[src/rtl/mdio_arbiter_pkg.sv]
// Shared types and constants for the MDIO requester arbiter.
// Holds the FSM state encoding, MDIO field widths, the latched-op and
// response payload structs, and the round-robin pointer advance helper.
package mdio_arbiter_pkg;

  localparam int unsigned MDIO_ADDR_W = 5;
  localparam int unsigned MDIO_DATA_W = 16;
  localparam int unsigned GRANT_W     = 3;
  localparam int unsigned CNT_W       = 16;

  localparam logic MDIO_OP_WR = 1'b0;
  localparam logic MDIO_OP_RD = 1'b1;

  typedef enum logic [2:0] {
    ST_IDLE  = 3'd0,
    ST_ISSUE = 3'd1,
    ST_WAIT  = 3'd2,
    ST_DRAIN = 3'd3,
    ST_DONE  = 3'd4
  } arb_state_e;

  // Operation latched from the granted requester and presented to mdio_dri.
  typedef struct packed {
    logic                   rh_wl;
    logic [MDIO_ADDR_W-1:0] addr;
    logic [MDIO_DATA_W-1:0] wr_data;
  } mdio_op_t;

  // Result returned to the served requester.
  typedef struct packed {
    logic                   err;
    logic                   rd_ack;
    logic [MDIO_DATA_W-1:0] rd_data;
  } mdio_rsp_t;

  localparam mdio_rsp_t RSP_RESET   = '{err: 1'b0, rd_ack: 1'b1, rd_data: 16'h0000};
  localparam mdio_rsp_t RSP_TIMEOUT = '{err: 1'b1, rd_ack: 1'b1, rd_data: 16'hFFFF};

  // Next round-robin start index: one past the last grant, wrapping at n.
  function automatic logic [GRANT_W-1:0] rr_next(input logic [GRANT_W-1:0] id,
                                                 input int unsigned        n);
    return (32'(id) == n - 1) ? '0 : id + GRANT_W'(1);
  endfunction

endpackage

[src/rtl/mdio_arbiter_if.sv]
// Bundle of the requester-side and driver-side signals of mdio_arbiter.
// slave  : arbiter view (takes requests, drives the mdio_dri op interface)
// master : environment view (requesters plus mdio_dri)
// Per-requester fields are packed: requester i at addr[5i+:5], wr_data[16i+:16].
interface mdio_arbiter_if
  import mdio_arbiter_pkg::*;
#(
  parameter int unsigned NUM_REQ = 4
);

  logic [NUM_REQ-1:0]             req_valid;
  logic [NUM_REQ-1:0]             req_rh_wl;
  logic [MDIO_ADDR_W*NUM_REQ-1:0] req_addr;
  logic [MDIO_DATA_W*NUM_REQ-1:0] req_wr_data;
  logic [NUM_REQ-1:0]             req_done;
  logic                           req_err;
  logic [MDIO_DATA_W-1:0]         req_rd_data;
  logic                           req_rd_ack;

  logic                           op_exec;
  logic                           op_rh_wl;
  logic [MDIO_ADDR_W-1:0]         op_addr;
  logic [MDIO_DATA_W-1:0]         op_wr_data;
  logic                           op_done;
  logic [MDIO_DATA_W-1:0]         op_rd_data;
  logic                           op_rd_ack;

  modport slave (
    input  req_valid, req_rh_wl, req_addr, req_wr_data,
    input  op_done, op_rd_data, op_rd_ack,
    output req_done, req_err, req_rd_data, req_rd_ack,
    output op_exec, op_rh_wl, op_addr, op_wr_data
  );

  modport master (
    output req_valid, req_rh_wl, req_addr, req_wr_data,
    output op_done, op_rd_data, op_rd_ack,
    input  req_done, req_err, req_rd_data, req_rd_ack,
    input  op_exec, op_rh_wl, op_addr, op_wr_data
  );

endinterface

[src/rtl/mdio_rr_pick.sv]
// Combinational round-robin picker.
// req_valid : per-requester request level
// ptr       : index that gets first priority
// found     : at least one request is valid
// idx       : first valid index at or after ptr, wrapping modulo NUM_REQ
module mdio_rr_pick
  import mdio_arbiter_pkg::*;
#(
  parameter int unsigned NUM_REQ = 4
) (
  input  logic [NUM_REQ-1:0] req_valid,
  input  logic [GRANT_W-1:0] ptr,
  output logic               found,
  output logic [GRANT_W-1:0] idx
);

  logic [NUM_REQ-1:0] rot;
  int unsigned        sum;

  // Rotate so ptr lands at bit 0, then take the lowest set bit.
  always_comb begin
    rot   = NUM_REQ'({req_valid, req_valid} >> ptr);
    found = 1'b0;
    idx   = '0;
    sum   = 0;
    for (int unsigned k = 0; k < NUM_REQ; k++) begin
      if (rot[k] && !found) begin
        found = 1'b1;
        sum   = 32'(ptr) + k;
        if (sum >= NUM_REQ) sum = sum - NUM_REQ;
        idx   = GRANT_W'(sum);
      end
    end
  end

endmodule

[src/rtl/mdio_arbiter.sv]
// Shares one mdio_dri op interface between NUM_REQ requesters.
// Round-robin grant, one outstanding MDIO transaction, and a watchdog so a
// silent PHY cannot lock out the other requesters.
// Ports:
//   clk, rst_n : driver clock, async active-low reset
//   bus        : requester + mdio_dri signals (mdio_arbiter_if.slave)
//   busy       : 1 whenever the FSM is not idle
//   grant_id   : index of the current/last granted requester
module mdio_arbiter
  import mdio_arbiter_pkg::*;
#(
  parameter int unsigned       NUM_REQ     = 4,
  parameter logic [CNT_W-1:0]  TIMEOUT_CYC = 16'd2048
) (
  input  logic               clk,
  input  logic               rst_n,
  mdio_arbiter_if.slave      bus,
  output logic               busy,
  output logic [GRANT_W-1:0] grant_id
);

  arb_state_e         state_q, state_d;
  logic [GRANT_W-1:0] ptr_q, ptr_d;
  logic [GRANT_W-1:0] grant_q, grant_d;
  logic [CNT_W-1:0]   cnt_q, cnt_d;
  mdio_op_t           op_q, op_d;
  mdio_rsp_t          rsp_q, rsp_d;
  logic               exec_q, exec_d;
  logic [NUM_REQ-1:0] done_q, done_d;
  logic               busy_q, busy_d;

  logic               pick_found;
  logic [GRANT_W-1:0] pick_idx;
  mdio_op_t           sel_op;
  logic [NUM_REQ-1:0] grant_onehot;
  logic               timeout_hit;

  mdio_rr_pick #(
    .NUM_REQ (NUM_REQ)
  ) u_pick (
    .req_valid (bus.req_valid),
    .ptr       (ptr_q),
    .found     (pick_found),
    .idx       (pick_idx)
  );

  // Fields of the requester the picker chose.
  always_comb begin
    sel_op = '0;
    for (int unsigned i = 0; i < NUM_REQ; i++) begin
      if (pick_idx == GRANT_W'(i)) begin
        sel_op.rh_wl   = bus.req_rh_wl[i];
        sel_op.addr    = bus.req_addr[i*MDIO_ADDR_W +: MDIO_ADDR_W];
        sel_op.wr_data = bus.req_wr_data[i*MDIO_DATA_W +: MDIO_DATA_W];
      end
    end
  end

  // Done pulse lands on the granted requester only.
  always_comb begin
    grant_onehot = '0;
    for (int unsigned i = 0; i < NUM_REQ; i++) begin
      grant_onehot[i] = (grant_q == GRANT_W'(i));
    end
  end

  assign timeout_hit = (cnt_q == TIMEOUT_CYC - CNT_W'(1));

  // Next-state and next-output logic.
  always_comb begin
    state_d = state_q;
    ptr_d   = ptr_q;
    grant_d = grant_q;
    cnt_d   = cnt_q;
    op_d    = op_q;
    rsp_d   = rsp_q;
    exec_d  = 1'b0;
    done_d  = '0;

    case (state_q)
      ST_IDLE: begin
        if (pick_found) begin
          op_d    = sel_op;
          grant_d = pick_idx;
          exec_d  = 1'b1;
          state_d = ST_ISSUE;
        end
      end
      ST_ISSUE: begin
        cnt_d   = '0;
        state_d = ST_WAIT;
      end
      ST_WAIT: begin
        cnt_d = cnt_q + CNT_W'(1);
        // A done in the same cycle as expiry still counts as success.
        if (bus.op_done) begin
          rsp_d   = '{err: 1'b0, rd_ack: bus.op_rd_ack, rd_data: bus.op_rd_data};
          done_d  = grant_onehot;
          state_d = ST_DONE;
        end else if (timeout_hit) begin
          rsp_d   = RSP_TIMEOUT;
          cnt_d   = '0;
          state_d = ST_DRAIN;
        end
      end
      ST_DRAIN: begin
        // Hold off new issues until the driver is idle; late data is dropped.
        cnt_d = cnt_q + CNT_W'(1);
        if (bus.op_done || timeout_hit) begin
          done_d  = grant_onehot;
          state_d = ST_DONE;
        end
      end
      ST_DONE: begin
        ptr_d   = rr_next(grant_q, NUM_REQ);
        state_d = ST_IDLE;
      end
      default: begin
        state_d = ST_IDLE;
      end
    endcase

    busy_d = (state_d != ST_IDLE);
  end

  // State and output registers.
  always_ff @(posedge clk or negedge rst_n) begin
    if (!rst_n) begin
      state_q <= ST_IDLE;
      ptr_q   <= '0;
      grant_q <= '0;
      cnt_q   <= '0;
      op_q    <= '0;
      rsp_q   <= RSP_RESET;
      exec_q  <= 1'b0;
      done_q  <= '0;
      busy_q  <= 1'b0;
    end else begin
      state_q <= state_d;
      ptr_q   <= ptr_d;
      grant_q <= grant_d;
      cnt_q   <= cnt_d;
      op_q    <= op_d;
      rsp_q   <= rsp_d;
      exec_q  <= exec_d;
      done_q  <= done_d;
      busy_q  <= busy_d;
    end
  end

  assign bus.op_exec     = exec_q;
  assign bus.op_rh_wl    = op_q.rh_wl;
  assign bus.op_addr     = op_q.addr;
  assign bus.op_wr_data  = op_q.wr_data;
  assign bus.req_done    = done_q;
  assign bus.req_err     = rsp_q.err;
  assign bus.req_rd_data = rsp_q.rd_data;
  assign bus.req_rd_ack  = rsp_q.rd_ack;
  assign busy            = busy_q;
  assign grant_id        = grant_q;

endmodule

[src/flat_wrapper.sv]
// flat-port wrapper written by rule: the top's interface ports become plain ports
module mdio_arbiter_flat import mdio_arbiter_pkg::*;
#(
  parameter int unsigned       NUM_REQ     = 4,
  parameter logic [CNT_W-1:0]  TIMEOUT_CYC = 16'd2048
)
  (clk, rst_n, busy, grant_id, bus_req_valid, bus_req_rh_wl, bus_req_addr, bus_req_wr_data, bus_op_done, bus_op_rd_data, bus_op_rd_ack, bus_req_done, bus_req_err, bus_req_rd_data, bus_req_rd_ack, bus_op_exec, bus_op_rh_wl, bus_op_addr, bus_op_wr_data);
  mdio_arbiter_if #(.NUM_REQ(NUM_REQ)) bus_i ();
  input  logic clk;
  input  logic rst_n;
  output logic busy;
  output logic [GRANT_W-1:0] grant_id;
  input wire logic [$bits(bus_i.req_valid)-1:0] bus_req_valid;
  input wire logic [$bits(bus_i.req_rh_wl)-1:0] bus_req_rh_wl;
  input wire logic [$bits(bus_i.req_addr)-1:0] bus_req_addr;
  input wire logic [$bits(bus_i.req_wr_data)-1:0] bus_req_wr_data;
  input wire logic [$bits(bus_i.op_done)-1:0] bus_op_done;
  input wire logic [$bits(bus_i.op_rd_data)-1:0] bus_op_rd_data;
  input wire logic [$bits(bus_i.op_rd_ack)-1:0] bus_op_rd_ack;
  output wire logic [$bits(bus_i.req_done)-1:0] bus_req_done;
  output wire logic [$bits(bus_i.req_err)-1:0] bus_req_err;
  output wire logic [$bits(bus_i.req_rd_data)-1:0] bus_req_rd_data;
  output wire logic [$bits(bus_i.req_rd_ack)-1:0] bus_req_rd_ack;
  output wire logic [$bits(bus_i.op_exec)-1:0] bus_op_exec;
  output wire logic [$bits(bus_i.op_rh_wl)-1:0] bus_op_rh_wl;
  output wire logic [$bits(bus_i.op_addr)-1:0] bus_op_addr;
  output wire logic [$bits(bus_i.op_wr_data)-1:0] bus_op_wr_data;
  assign bus_i.req_valid = bus_req_valid;
  assign bus_i.req_rh_wl = bus_req_rh_wl;
  assign bus_i.req_addr = bus_req_addr;
  assign bus_i.req_wr_data = bus_req_wr_data;
  assign bus_i.op_done = bus_op_done;
  assign bus_i.op_rd_data = bus_op_rd_data;
  assign bus_i.op_rd_ack = bus_op_rd_ack;
  assign bus_req_done = bus_i.req_done;
  assign bus_req_err = bus_i.req_err;
  assign bus_req_rd_data = bus_i.req_rd_data;
  assign bus_req_rd_ack = bus_i.req_rd_ack;
  assign bus_op_exec = bus_i.op_exec;
  assign bus_op_rh_wl = bus_i.op_rh_wl;
  assign bus_op_addr = bus_i.op_addr;
  assign bus_op_wr_data = bus_i.op_wr_data;
  mdio_arbiter #(.NUM_REQ(NUM_REQ), .TIMEOUT_CYC(TIMEOUT_CYC)) u_core (.clk(clk), .rst_n(rst_n), .bus(bus_i), .busy(busy), .grant_id(grant_id));
endmodule
[config.mk]
export PLATFORM = sky130hd
export DESIGN_NAME = mdio_arbiter_flat
export DESIGN_NICKNAME = d
export VERILOG_FILES = /design/src/rtl/mdio_arbiter_pkg.sv /design/src/rtl/mdio_arbiter_if.sv /design/src/rtl/mdio_rr_pick.sv /design/src/rtl/mdio_arbiter.sv /design/src/flat_wrapper.sv
export SDC_FILE = /design/constraint.sdc
export NUM_CORES = 1
export LEC_CHECK = 0
export CAP_MARGIN = 40
export CORE_UTILIZATION = 45
export CTS_CLUSTER_SIZE = 20
export DETAILED_ROUTE_END_ITERATION = 6
export DONT_BUFFER_PORTS = 1
export PLACE_DENSITY = 0.67
export SLEW_MARGIN = 20
export SYNTH_ARGS = -nofsm -noshare
export SYNTH_HDL_FRONTEND = slang
export SYNTH_SLANG_ARGS = --single-unit
[constraint.sdc]
create_clock -name clk -period 2.5 [get_ports clk]
set_clock_uncertainty 0.05 [all_clocks]
set_input_delay 0.625 -clock clk [delete_from_list [all_inputs] [get_ports clk]]
set_output_delay 0.625 -clock clk [all_outputs]
set_load 0.01 [all_outputs]
### After elaboration in Yosys (flattened, before gate mapping)

Index checks and enable logic that the tools add are counted.

| storage, ports and cells | value |
|---|---|
| register bits after elaboration | 71 |
| input port bits | 112 |

| cells by class | value |
|---|---|
| reduce and logical (&&, ||, !) cells | 15 |
| muxes and demuxes | 32 |
| $add $sub $neg | 9 |
| shift-type cells | 1 |
| equality and inequality tests | 11 |
| $lt $le $gt $ge | 4 |

Operators with widths:

| operator | count |
|---|---|
| two-way mux 22 bit | 4 |
| one-hot mux 16 bit (3 select lines) | 1 |
| two-way mux 3 bit | 13 |
| two-way mux 18 bit | 2 |
| two-way mux 16 bit | 2 |
| equality test 3 x 2 -> 1 bit (second input constant) | 6 |
| adder 16 x 1 -> 16 bit (second input constant) | 1 |
| equality test 16 x 11 -> 1 bit (second input constant) | 1 |
| greater-or-equal comparator 4 x 3 -> 1 bit (second input constant) | 3 |
| one-hot mux 3 bit (4 select lines) | 1 |
| subtractor 3 bit (second input constant) | 4 |
| equality test 3 x 1 -> 1 bit (second input constant) | 3 |
| logical NOT 3 bit | 3 |
| adder 3 x 2 -> 4 bit (second input constant) | 2 |
| two-way mux 4 bit | 2 |
| one-hot mux 4 bit (2 select lines) | 1 |
| right shift 8 x 3 -> 4 bit | 1 |
| two-way mux 1 bit | 6 |
| nonzero test 3 bit | 2 |
| adder 3 x 1 -> 4 bit (second input constant) | 1 |
| AND reduction 2 bit | 2 |
| adder 3 x 1 -> 3 bit (second input constant) | 1 |
| equality test 3 bit (second input constant) | 1 |
| greater-or-equal comparator 3 bit (second input constant) | 1 |
| 4 further kinds | 8 |

### Longest topological paths before layout

Gate-level depths: netlist of run 1.

| depth | value |
|---|---|
| depth after elaboration | 16 |
| gate-level depth with buffers | 10 |
| gate-level depth less buffers | 8 |

### Modules after synthesis

A second synthesis of run 1 with hierarchy kept.

| unflattened totals | value |
|---|---|
| cell total of the unflattened synthesis | 316 |
| area total of the unflattened synthesis | 3767.4 µm² |

By module, submodules not included:

| module | seq. area each (µm²) | cells an instance | times used | area each (µm²) |
|---|---|---|---|---|
| mdio_arbiter | 1778.0 | 279 | 1 | 3469.6 |
| mdio_rr_pick | 0.0 | 37 | 1 | 297.8 |

### Worst setup path after synthesis of run 1

Ideal clock, no wire load.

| timing path | value |
|---|---|
| path type | input to register |
| start | in bus_req_valid[0] |
| end | reg u_core.op_q (netlist bit u_core.bus.op_addr[0]) |
| stages on the path | 9 |
| slack | -0.004 ns |
| arrival | 2.329 ns |
| setup time | 0.125 ns |
| required time | 2.325 ns |
| cells stage by stage | and3b_4 or4_4 a21oi_2 o31ai_1 buf_6 buf_6 mux2i_1 mux2i_1 mux2_2 |

| on the way | value |
|---|---|
| word-level cells in the longest chain between the ends | 16 |
| elaborated cells on any way between the ends | 24 |
| those cells by class | eq/ne (3); shift (1); mux (12); reduce/logical (8) |

RTL lines:

| element | line | text |
|---|---|---|
| from (decl) | flat_wrapper.sv:13 | `input wire logic [$bits(bus_i.req_valid)-1:0] bus_req_valid;` |
| right shift 8 x 3 -> 4 bit * | mdio_rr_pick.sv:22 | `rot = NUM_REQ'({req_valid, req_valid} >> ptr);` |
| two-way mux 1 bit | mdio_rr_pick.sv:27 | `if (rot[k] && !found) begin` |
| logical NOT 1 bit | mdio_rr_pick.sv:27 |  |
| logical AND 1 bit | mdio_rr_pick.sv:27 |  |
| two-way mux 1 bit | mdio_rr_pick.sv:27 |  |
| logical NOT 1 bit | mdio_rr_pick.sv:27 |  |
| logical AND 1 bit | mdio_rr_pick.sv:27 |  |
| two-way mux 1 bit | mdio_rr_pick.sv:27 |  |
| logical NOT 1 bit | mdio_rr_pick.sv:27 |  |
| logical AND 1 bit | mdio_rr_pick.sv:27 |  |
| two-way mux 3 bit | mdio_rr_pick.sv:27 |  |
| logical NOT 3 bit | mdio_arbiter.sv:51 | `if (pick_idx == GRANT_W'(i)) begin` |
| two-way mux 22 bit (4 in series) | mdio_arbiter.sv:51 |  |
| to (signal assigned) | mdio_arbiter.sv:143 | `op_q <= op_d;` |
| to (decl) | mdio_arbiter.sv:26 | `mdio_op_t op_q, op_d;` |

Every way passes the cells marked *; elsewhere a longest branch is shown, timed or not.
A chain may end at the register's enable or synchronous reset.

### Worst setup path in the final report of run 1

| timing path | value |
|---|---|
| start | reg u_core.ptr_q[0] |
| end | reg u_core.op_q (netlist bit u_core.bus.op_wr_data[9]) |

| on the way | value |
|---|---|
| word-level cells in the longest chain between the ends | 16 |
| elaborated cells on any way between the ends | 39 |
| those cells by class | add/sub (7); order compare (4); eq/ne (3); shift (1); mux (16); reduce/logical (8) |

RTL lines:

| element | line | text |
|---|---|---|
| from (decl) | mdio_arbiter.sv:23 | `logic [GRANT_W-1:0] ptr_q, ptr_d;` |
| from (signal assigned) | mdio_arbiter.sv:140 | `ptr_q <= ptr_d;` |
| branches (longest 16 deep; another with adder 3 x 1 -> 4 bit) | - |  |

Parallel ways; which one is timed is not known.

==> impl_metrics.toml, run 1 <==
[placement]
portBuffers = 0
gp_congestion = 0.823
dp.cells = 475
placed_area_sq_mm = 0.00410
dpl.hpwl_um = 5630

[yosys]
synth_async_sr_flop_share_pct = 100
synth_top_family_by_area = "multiplexers"
synth_area_leader_cell = "dfrtp_1"
ys_warn_count = 0
yosysTopAreaCellShare_pct = 44.2
syn_area_per_cell_sq_um = 10.4
synth_seq_cells = 71
synthMuxAreaShare_pct = 24.2
synthTopCellsByCount = "dfrtp_1, mux2i_1, nor2_1"
syn_inst = 382
synth-edff-count = 0
yosysUniqueCellTypes = 41
ys_top_cells_by_area = "dfrtp_1, mux2i_1, mux2_2"
synth_compound_area_share_pct = 10.7
synth-adder-area-share_pct = 1.90
synth-simple-area-share_pct = 11.8
ys.flop_type = "dfrtp_1"
ys_seq_area_share_pct = 44.9
syn_area_sq_mm = 0.00396
synth_nets = 500
synth_xor_area_share_pct = 0.664

[setup_path]
cp_max_fo = 11
endpoint_kind = "flip-flop"
cp_data_required_time_ps = 2690
arrival_ps = 2660
start_kind = "flip-flop"
critPathKind = "reg2reg"

[power]
p_leak_nw = 2.10
powerDensity_mw_per_mm2 = 1310
power_frac_seq_pct = 34.7
power_mw = 5.85
switching_power_mw = 2.29
clock_power_share_pct = 15.9
combPwrFrac_pct = 49.4
irDropWorstVdd_mv = 0.514
p_sw_share_pct = 39.1
p_int_mw = 3.56

[timing]
finalSetupViolations = 0
timing.hold.ws_ps = 69.8
slew_headroom_pct = 64.4
rsz0062_at_grt = "true"
max_freq_mhz = 404
period_needed_ps = 2480
hold_viol_final = 0
finalMaxSlewViolations = 0
tightest_slew_ps = 534
min_period_over_period_pct = 99.0

[floorplan]
boundaryPins = 161
die_area_sq_mm = 0.00918
die_width_um = 95.8
core-area_sq_mm = 0.00838
rows = 33
die_h_um = 95.8
initial_core_util_pct = 47.2

[clock_tree]
h-tree-depth = 3
cts.sinks = 71
path_clk_slew_ps = 80
cts_tree = "yes"
clk_path_buf_depth = 2
cts_buffers = 9
ctsRootBufferMaster = "clkbuf_8"
clock_latency_ps = 340

[run_status]
status = "complete, no violations"

[global_route]
grt_util_met2_pct = 33.0
grt_pass1_wl_um = 12300
grt.overflow.total = 0
gr-usage-met3_pct = 4.74
grtUsageTotal_pct = 17.8
met1_usage_pct = 18.8
busiest_layer = "met2"
grt_max_degree = 71
antenna_found_initial = 0
grt_pass1_vias = 2706

[routing]
wl_per_cell_um = 17.2
drtIter0Drc = 52
drtAntennaViolNets = 0
drcViolationCount = 0
postRouteWirelength_um = 8580
drt-pass1-iter-count = 4
vias = 2888
viasPerCell = 5.78

[finish]
final_cells = 500
layout-drive-gt1-share_pct = 18.2
n_antenna_cell = 0
area_delta_synth_final_pct = 12.5
nets = 508
stdcell_area_sq_mm = 0.00446

[job]
max_cap_violations = 0

[min_path]
min-delay-path-class = "in2async"
## cell usage in the layout (no fill, tap or decap), types with 6 or more instances in the layout
cell	Yosys	routed
o21ai_1	21	22
inv_1	22	22
nor2_1	39	39
a31oi_1	18	18
buf_4	0	10
dfrtp_1	70	68
nand2b_1	6	6
nand2_1	22	22
mux2i_1	70	67
clkbuf_8	0	10
a21oi_1	6	6
mux2_2	23	23
ha_1	6	6
## layout make-up
type / instances / area [sq um]
Timing Repair Buffer: 19 / 264
Tap cell: 105 / 131
Clock inverter: 6 / 60.1
Inverter: 22 / 82.6
Clock buffer: 10 / 138
Fill cell: 738 / 3930
Sequential cell: 71 / 1780
Multi-Input combinational cell: 267 / 2000
## cell families after synthesis
group / count (synthesis)
simple gates: 96
mux: 93
flops: 71
compound gates: 69
buf+inv: 44
fa+ha+maj: 6
xor+xnor: 3
## state kept, by name, summed over array words and instances (netlist names)
signal	count
u_core.bus.op_wr_data	16
u_core.bus.req_rd_data	16
u_core.cnt_q	16
u_core.bus.op_addr	5
u_core.bus.req_done	4
u_core.grant_id	3
u_core.ptr_q	3
u_core.state_q	3
u_core.bus.op_exec	1
u_core.bus.op_rh_wl	1
u_core.bus.req_err	1
u_core.bus.req_rd_ack	1
u_core.busy	1
## final timing paths
path	start	slack, ps	endpoint	cells after the start
max	u_core.ptr_q[0]	20	u_core.bus.op_wr_data[9]	9
min	rst_n	70	u_core.bus.req_rd_ack	0
max reg2reg	u_core.ptr_q[0]	20	u_core.bus.op_wr_data[9]	9
min reg2reg	u_core.cnt_q[15]	420	u_core.cnt_q[15]	1
max in group asynchronous	rst_n	2010	u_core.ptr_q[1]	1
min in group clk	bus_op_done	290	u_core.bus.req_rd_ack	1
## power by group through the flow
stage / combinational [mW] / sequential, mW / clock, mW
after floorplan: 2.29 / 1.92 / 0
after CTS: 2.60 / 2.04 / 0.956
after detailed placement: 2.56 / 2.06 / 0
final: 2.89 / 2.03 / 0.930
after global placement: 2.48 / 2.05 / 0
after global routing: 3.14 / 2.09 / 0.993
## metal layers
| metal | vias to the layer above | part of all wire (%) |
|---|---|---|
| met2 | 119 | 51 |
| li1 | 1362 | - |
| met5 | - | 0 |
| met4 | 0 | 1.3 |
| met3 | 9 | 6.6 |
| met1 | 1398 | 41 |
## metrics by stage
stage          utilization [%]  TNS, ps  setup WS [ps]
6_report                  53.2        0           24.1
3_5_place_dp              48.9    -1810           -141
4_1_cts                   51.7        0           5.54
3_3_place_gp              48.9     -795          -93.3
5_1_grt                   53.2     -956          -61.2
2_1_floorplan                -        0           31.7
## repair_timing
| action | in CTS | in global routing |
|---|---|---|
| buffers inserted | 0 | 5 |
| gates cloned | 0 | 3 |
| hold buffers | 1 | 0 |
| resized for setup | 4 | 9 |
| setup endpoints to repair | 20 | 21 |
| endpoints found under the hold margin | 70 | 0 |
| pin swaps | 0 | 3 |
## critical path, cell delays in order, from the launching register on
cell and delay [ps]:
dfrtp_2 450, mux2i_2 190, or4_4 540, a21oi_4 190
o31ai_4 110, buf_6 160, clkbuf_16 180, mux2i_1 160
mux2i_1 80, mux2_2 260
Power figures use the tool's default switching activity.
==> run 2, diff against run 1 <==
--- a/config.mk
+++ b/config.mk
@@ -5,7 +5,7 @@
 export SDC_FILE = /design/constraint.sdc
 export NUM_CORES = 1
 export LEC_CHECK = 0
-export CAP_MARGIN = 40
+export CAP_MARGIN = 30
 export CORE_UTILIZATION = 45
 export CTS_CLUSTER_SIZE = 20
 export DETAILED_ROUTE_END_ITERATION = 6
==> constraint.sdc (replaced) <==
create_clock -name clk -period 2.5 [get_ports clk]
set_clock_uncertainty 0.05 [all_clocks]
set_input_delay 0.5 -clock clk [delete_from_list [all_inputs] [get_ports clk]]
set_output_delay 0.5 -clock clk [all_outputs]
set_load 0.01 [all_outputs]
==> impl_metrics.toml, run 2 (synthesis results as in run 1) <==
[finish]
post-route-util_pct = 53.1
area_delta_synth_final_pct = 12.3
register_area_sq_mm = 0.00178
multiInputGateArea_sq_mm = 0.00199
nFillCells = 758
mostFrequentLayoutCell = "dfrtp_1"
final_cell_mix = "dfrtp_1, mux2i_1, nor2_1"
final_cells = 499
n_antenna_cell = 0
layout-drive-gt1-share_pct = 17.3
nets = 507
stdcell_area_sq_mm = 0.00445

[timing]
finalMaxSlewViolations = 0
hold_viol_final = 0
min_period_over_period_pct = 101
setup_tns_ps = -33.8
period_needed_ps = 2530
tightest_slew_ps = 472
timing.hold.ws_ps = 156
finalSetupViolations = 2
timing.final.ws_setup_ps = -26.4
max_freq_mhz = 396
slew_headroom_pct = 68.2
rsz0062_at_grt = "true"

[clock_tree]
cts_tree = "yes"
clk_path_buf_depth = 2
cts_buffers = 9
ctsRootBufferMaster = "clkbuf_8"
cts.sinks = 71
h-tree-depth = 3
clock_latency_ps = 340
path_clk_slew_ps = 90

[routing]
postRouteWirelength_um = 8910
drtAntennaViolNets = 0
vias = 2910
drcViolationCount = 0
drtIter0Drc = 141
viasPerCell = 5.83
wl_per_cell_um = 17.9
drt-pass1-iter-count = 4

[global_route]
grt_pass1_wl_um = 12900
grt.overflow.total = 0
grt_max_degree = 72
grt_pass1_vias = 2718
grtUsageTotal_pct = 18.5
antenna_found_initial = 0

[placement]
gp_congestion = 0.921
portBuffers = 0
dpl.hpwl_um = 5880
pre_cts_ws_ps = -70.2
placed_area_sq_mm = 0.00408
dp.cells = 474

[setup_path]
start_kind = "flip-flop"
critPathKind = "reg2reg"
path_common_cell = "mux2i_1"
critPathBufInv = 2
cp_slowest_cell = "or4_4"
arrival_ps = 2710
cp_max_fo = 6
critPathTopFamily = "multiplexers"
endpoint_kind = "flip-flop"
cp_data_required_time_ps = 2680
cp_cell_sequence = "mux2i_2 > or4_4 > a21oi_4 > o31ai_4 > buf_6 > clkbuf_16 > mux2i_1 > mux2i_1 > mux2_2"
max_stage_delay_ps = 530

[floorplan]
die_area_sq_mm = 0.00918
die_h_um = 95.8
core-area_sq_mm = 0.00838
initial_core_util_pct = 47.2
boundaryPins = 161
die_width_um = 95.8
rows = 33

[min_path]
min-delay-path-class = "in2reg"

[power]
power_mw = 5.88
p_leak_nw = 2.09
powerDensity_mw_per_mm2 = 1320
irDropWorstVdd_mv = 0.476

[job]
max_cap_violations = 0

[run_status]
violations = "setup timing"
status = "finished with violations"
[run 2: changes by cell type in the layout (fill, tap and decap cells not counted), moves of 2 or more]
| cell | previous run | this run |
|---|---|---|
| buf_4 | 10 | 6 |
| clkinv_4 | 0 | 4 |
| clkinv_2 | 3 | 0 |
| buf_6 | 1 | 3 |
[run 2: cell type report]
class | count | area share, %
clock buffer | 9 | 2.79
clock inverter | 7 | 1.83
inverter | 22 | 1.86
multi-input combinational | 267 | 44.7
sequential | 71 | 40.0
tap | 105 | 2.95
timing repair buffer | 18 | 5.88
[run 2: worst paths after layout]
kind | slack (ps) | cells past startpoint | from | endpoint
min in group asynchronous | 630 | 2 | rst_n | u_core.state_q[0]
worst max-delay path | -30 | 9 | u_core.ptr_q[0] | u_core.bus.op_wr_data[4]
worst min register to register | 420 | 1 | u_core.cnt_q[15] | u_core.cnt_q[15]
worst min-delay path | 160 | 1 | bus_op_done | u_core.bus.req_rd_ack
worst max register to register | -30 | 9 | u_core.ptr_q[0] | u_core.bus.op_wr_data[4]
max in group asynchronous | 1430 | 2 | rst_n | u_core.ptr_q[0]
[run 2: what timing repair did]
item / 4_1_cts / 5_1_grt
gates resized for setup: 3 / 7
setup endpoints to repair: 22 / 22
hold buffers: 2 / 0
pin swaps: 0 / 4
hold endpoints to repair: 71 / 0
cloned: 0 / 4
buffers inserted: 0 / 3
[run 2: routing by layer]
metal | vias up | GRT usage (%) | part of all wire (%)
met4 | 0 | 5.47 | 1.3
met2 | 150 | 32.3 | 48
met1 | 1384 | 20.5 | 41
li1 | 1364 | - | -
met5 | - | 0 | 0
met3 | 12 | 7.98 | 9.6
[run 2: power breakdown]
group / internal [mW] / switching (mW)
combinational: 1.53 / 1.39
sequential: 1.55 / 0.485
clock: 0.471 / 0.450
==> run 3, diff against run 2 <==
--- a/config.mk
+++ b/config.mk
@@ -14,4 +14,5 @@
 export SLEW_MARGIN = 20
 export SYNTH_ARGS = -nofsm -noshare
 export SYNTH_HDL_FRONTEND = slang
+export SYNTH_HIERARCHICAL = 1
 export SYNTH_SLANG_ARGS = --single-unit
==> impl_metrics.toml, run 3 <==
[routing]
drtAntennaViolNets = 0
viasPerCell = 6.17
drcViolationCount = 0
vias = 2732
drt-pass1-iter-count = 4
drtIter0Drc = 142
postRouteWirelength_um = 9530
wl_per_cell_um = 21.5

[power]
irDropWorstVdd_mv = 0.889
powerDensity_mw_per_mm2 = 1400
p_leak_nw = 1.78

[clock_tree]
cts_buffers = 9
ctsRootBufferMaster = "clkbuf_8"
h-tree-depth = 3
clock_latency_ps = 340
path_clk_slew_ps = 80
cts.sinks = 71
cts_tree = "yes"
clk_path_buf_depth = 2

[setup_path]
cp-startpoint = "u_core/ptr_q[0]"
arrival_ps = 2720
crit_path_end = "u_core/bus.op_wr_data[0]"
reg2reg_to = "u_core/bus.op_wr_data[0]"
start_kind = "flip-flop"
critPathKind = "reg2reg"
reg2reg_from = "u_core/ptr_q[0]"
cp_data_required_time_ps = 2690
reg2reg_depth = 9
endpoint_kind = "flip-flop"
cp_max_fo = 11
r2r_setup_slack_ps = -30

[yosys]
synth_seq_cells = 71
ys.flop_type = "dfrtp_1"
synth_area_leader_cell = "dfrtp_1"
yosysTopAreaCellShare_pct = 46.5
ys_top_cells_by_area = "dfrtp_1, mux4_2, a22o_1"
synth.most_common_cell = "dfrtp_1"
syn_inst = 316
yosysUniqueCellTypes = 55
syn_area_per_cell_sq_um = 11.9
ys_warn_count = 6
synth_nets = 434
syn_area_sq_mm = 0.00377
synthTopCellsByCount = "dfrtp_1, nand2_1, a22o_1"
synth_async_sr_flop_share_pct = 100
ys_seq_area_share_pct = 47.2
synth-edff-count = 0

[global_route]
antenna_found_initial = 2
grt_pass1_vias = 2799
grt.overflow.total = 0
grt_pass1_wl_um = 14400
grt_max_degree = 72
grtUsageTotal_pct = 21.9

[timing]
hold_viol_final = 0
finalMaxSlewViolations = 0
slew_headroom_pct = 62.7
timing.final.ws_setup_ps = -31.6
finalSetupViolations = 20
tightest_slew_ps = 560
min_period_over_period_pct = 101
max_freq_mhz = 395
timing.hold.ws_ps = 191
rsz0062_at_grt = "true"
period_needed_ps = 2530

[floorplan]
initial_core_util_pct = 46.1
boundaryPins = 161
rows = 33
die_h_um = 93.5
die_area_sq_mm = 0.00874
die_width_um = 93.5
core-area_sq_mm = 0.00818

[job]
max_cap_violations = 0

[finish]
nets = 449
mostFrequentLayoutCell = "dfrtp_1"
post-route-util_pct = 52.9
area_delta_synth_final_pct = 14.8
layout-drive-gt1-share_pct = 26.8
final_cell_mix = "dfrtp_1, nand2_1, a22o_1, mux4_2, buf_4"

[min_path]
min-delay-path-class = "in2reg"

[run_status]
violations = "setup timing"
status = "finished with violations"

[placement]
portBuffers = 0
gp_congestion = 0.900
dpl.hpwl_um = 6450
## run 3: cell count changes in the layout (fill, tap and decap cells not counted), moves of 12 or more
| cell | change |
|---|---|
| mux2_2 | -22 |
| a22o_1 | +22 |
| o21ai_1 | -19 |
| nor2_1 | -28 |
| a31oi_1 | -15 |
| o22a_2 | +13 |
| inv_1 | -12 |
| mux4_2 | +23 |
| mux2i_1 | -64 |
## run 3: logic make-up after synthesis
group / after synthesis / synth area share, %
AO/OA/AOI/OAI: 88 / 18.2
XOR/XNOR: 1 / 0.233
adder cells (fa/ha/maj): 6 / 1.99
buffers and inverters: 30 / 4.35
flip-flops: 71 / 47.2
multiplexers: 28 / 15.1
other: 1 / 0.0995
AND/OR/NAND/NOR: 91 / 12.9
## run 3: cell type report
cell class              count  area [sq um]
fillers                   703          3850
clock buffers              10           128
diodes                      2          5.00
multi-input cells         215          1860
clock inverters             6          70.1
well taps                 105           131
flip-flops and latches     71          1780
inverters                  10          37.5
repair buffers             24           319
## run 3: where the power goes
| group | internal (mW) | leakage (nW) | switching (mW) |
|---|---|---|---|
| clock | 0.466 | 0.0891 | 0.457 |
| sequential | 1.58 | 0.896 | 0.545 |
| combinational | 1.70 | 0.794 | 1.32 |
| total | 3.75 | 1.78 | 2.32 |
## run 3: layer usage
metal	up-vias	GRT usage [%]	wire length [um]
li1	1241	-	-
met2	149	36.8	4800
met3	17	7.07	829
met4	0	9.49	203
met1	1325	25.6	3700
met5	-	0	0
## run 3: worst min path at each step
| stage | from | endpoint | slack, ps | depth (start not counted) |
|---|---|---|---|---|
| after CTS | bus_op_done | u_core/bus.req_err | 180 | 1 |
| after global routing | bus_op_done | u_core/bus.req_err | 170 | 1 |
| final | bus_op_done | u_core/bus.req_err | 190 | 1 |
| after detailed placement | rst_n | u_core/bus.req_rd_data[6] | 160 | 0 |
| after global placement | rst_n | u_core/bus.req_rd_data[6] | 160 | 0 |
| after floorplan | rst_n | u_core/bus.op_addr[0] | 150 | 0 |
## run 3: critical path: stages (launching register included)
cell and delay, ps:
dfrtp_2 450, buf_4 170, mux2i_1 120, o221a_1 260
buf_4 140, o32ai_2 250, a221o_2 280, buf_12 170
mux4_2 310, a22o_1 210
## run 3: what timing repair did
| action | CTS | global route |
|---|---|---|
| resized for setup | 11 | 1 |
| hold buffers | 2 | 0 |
| hold endpoints to repair | 71 | 0 |
| setup buffers | 3 | 1 |
| setup endpoints to repair | 22 | 22 |
| pin swaps | 2 | 2 |
| cloned | 3 | 1 |
## run 3: stage by stage
stage               setup WS (ps)  setup TNS, ps  total power [mW]  instances  instance area (sq um)
global placement            -47.4           -701              4.55        415                   3920
floorplan                   -1.50          -13.5              4.13        316                   3810
CTS                         -41.9           -262              6.03        439                   4290
global route                 -133          -2560              6.44        443                   4330
finish                      -31.6           -300              6.07        443                   4330
detailed placement           -109          -1660              4.66        415                   3920
==> edit: new RTL, flow settings as in run 1 <==
Encoding of `arb_state_e`: now one-hot (5 bits for 5 states).
--- a/src/rtl/mdio_arbiter_pkg.sv
+++ b/src/rtl/mdio_arbiter_pkg.sv
@@ -11,12 +11,12 @@
   localparam logic MDIO_OP_WR = 1'b0;
   localparam logic MDIO_OP_RD = 1'b1;
 
-  typedef enum logic [2:0] {
-    ST_IDLE  = 3'd0,
-    ST_ISSUE = 3'd1,
-    ST_WAIT  = 3'd2,
-    ST_DRAIN = 3'd3,
-    ST_DONE  = 3'd4
+  typedef enum logic [4:0] {
+    ST_IDLE  = 5'b00001,
+    ST_ISSUE = 5'b00010,
+    ST_WAIT  = 5'b00100,
+    ST_DRAIN = 5'b01000,
+    ST_DONE  = 5'b10000
   } arb_state_e;
 
   // Operation latched from the granted requester and presented to mdio_dri.
Formal check against the unedited RTL: same outputs for any inputs over 10 cycles, from zero or initial values and one cycle with rst_n low; not proved beyond that.
==> edit against run 1 <==
- synthesized area grew 0.73%
- synthesized cell count is the same
- sequential share of layout area grew 2.0 points
- setup slack gained 160 ps
- utilization shrank 1.1 points
- sequential cell count grew 2
- global-route usage grew 2.1 points
- final area shrank 2.1%
- wire length grew 2.8%
- power shrank 11%
==> edit: results (changes against run 1) <==
- Critical Path AT: 2480 ps (was 2660 ps)
- All-Layer GR Usage: 19.87% (was 17.75%)
- Clk Latency, worst-skew pair: 350 ps
- Worst-Margin Slew: 476.4 ps (was 533.7 ps)
- Status: complete, no violations (unchanged)
- Initial antenna violation count: 0 (unchanged)
- IO buf count: 0 (unchanged)
- R2R setup slack: 190 ps (was 20 ps)
- DRT iter0 DRCs: 122 (was 52)
- Largest net degree at the start of global routing: 72 (was 71)
- Worst-path clk slew: 80 ps (about the same)
- Wire length per cell: 17.90 µm (was 17.16 µm)
- Detail Placement HPWL: 6333 µm (was 5628 µm)
- R2r worst-path depth: 6 (was 9)
- # fillers: 745 (was 738)
- Via count of the first global-routing pass: 2866 (was 2706)
- Via count: 2950 (was 2888)
- Crit path from: u_core.cnt_q[11]$_DFFE_PN0P_ (was u_core.ptr_q[0]$_DFFE_PN0N_)
- First-pass GRT wire length: 13880 µm (was 12300 µm)
- Crit path max fanout: 11 (unchanged)
- Layout cells sized above 1: 15.46% (was 18.23%)
- GPL Wtd Cong: 0.9315 (was 0.8234)
- Top cells by area, synth: dfrtp_1 (45%), mux2i_1 (12%), o221ai_1 (4.8%), nand2_1 (3.9%), o22a_2 (3.8%) (was dfrtp_1 (44%), mux2i_1 (18%), mux2_2 (6.5%), nor2_1 (3.7%), a31oi_1 (2.8%))
- Synth unique cells: 58 (was 41)
- Maximum vdd drop: 550.1 µV (was 513.7 µV)
- Sequential area share after synthesis: 45.87% (was 44.91%)
- Synth cell count leaders: dfrtp_1 (71), mux2i_1 (47), nand2_1 (41), nor2_1 (24), o221ai_1 (22) (was dfrtp_1 (70), mux2i_1 (70), nor2_1 (39), mux2_2 (23))
- Peak per-stage delay on the critical path: 560 ps (was 540 ps)
- Reg2reg end: u_core.cnt_q[6]$_DFFE_PN0P_ (was u_core.bus.op_wr_data[9]$_DFFE_PN0P_)
- Worst r2r src: u_core.cnt_q[11]$_DFFE_PN0P_ (was u_core.ptr_q[0]$_DFFE_PN0N_)
- LEAKAGE: 1.907 nW (was 2.096 nW)
- Mapped Nets: 500 (unchanged)
[edit: power breakdown]
part	switching [W]	internal, W
registers	0.000526	0.00162
logic	0.00108	0.000997
clock network	0.000473	0.000499
total	0.00208	0.00312
[edit: layer usage]
| layer | wire, µm | track usage (%) | vias up |
|---|---|---|---|
| li1 | - | - | 1394 |
| met1 | 3716 | 24.61 | 1430 |
| met2 | 4542 | 32.74 | 121 |
| met3 | 472 | 5.134 | 5 |
| met4 | 91 | 8.458 | 0 |
| met5 | 0 | 0 | - |
[edit: logic make-up after synthesis]
group / Yosys count / synth area share [%]
AND/OR/NAND/NOR: 126 / 16.57
adder cells (fa/ha/maj): 6 / 1.883
AO/OA/AOI/OAI: 83 / 16.91
buffers and inverters: 34 / 4.048
flip-flops: 73 / 45.87
XOR/XNOR: 12 / 2.636
multiplexers: 48 / 12.08
[edit: area by class of cell]
type                    instances  area, µm²  area share (%)
clock buffers                  10      137.6           3.156
flip-flops and latches         73       1831           41.98
repair buffers                 12      135.1           3.099
clock inverters                 6      72.57           1.664
well taps                     105      131.4           3.013
multi-input cells             275       2008           46.05
inverters                      12      45.04           1.033
[edit: worst min path at each step]
stage                     startpoint                                 to  slack (ps)  depth (start not counted)
final                          rst_n  u_core.bus.req_rd_ack$_DFFE_PN1P_          60                          0
after global routing           rst_n  u_core.bus.req_rd_ack$_DFFE_PN1P_          30                          0
after CTS                      rst_n  u_core.bus.req_rd_ack$_DFFE_PN1P_          40                          0
after detailed placement       rst_n       u_core.cnt_q[10]$_DFFE_PN0P_         280                          0
after global placement         rst_n        u_core.cnt_q[9]$_DFFE_PN0P_         280                          0
after floorplan                rst_n  u_core.bus.op_addr[0]$_DFFE_PN0P_         280                          0
[edit: through the flow]
step | std cells | setup WS (ps) | util (%) | total power (W) | cell area [µm²]
floorplan | 382 | 177.3 | - | 0.003735 | 3988
global route | 493 | 31.80 | 52.02 | 0.005591 | 4360
finish | 493 | 185.1 | 52.02 | 0.005203 | 4360
global placement | 476 | 203.5 | 49.07 | 0.004154 | 4113
detailed placement | 476 | 103.2 | 49.07 | 0.004230 | 4113
CTS | 493 | 72.33 | 51.90 | 0.005242 | 4350
[edit: worst max-delay path, delay by kind of cell, from the launching register on]
| family | cells | cell delay [ps] |
|---|---|---|
| AND/OR/NAND/NOR | 4 | 1440 |
| flip-flops | 1 | 410 |
| AO/OA/AOI/OAI | 2 | 290 |
[edit: repair_timing]
action | 4_1_cts | 5_1_grt
endpoints found under the hold margin | 71 | 0
hold buffers | 1 | 0
resized for setup | 0 | 2
endpoints found under the setup margin | 0 | 22
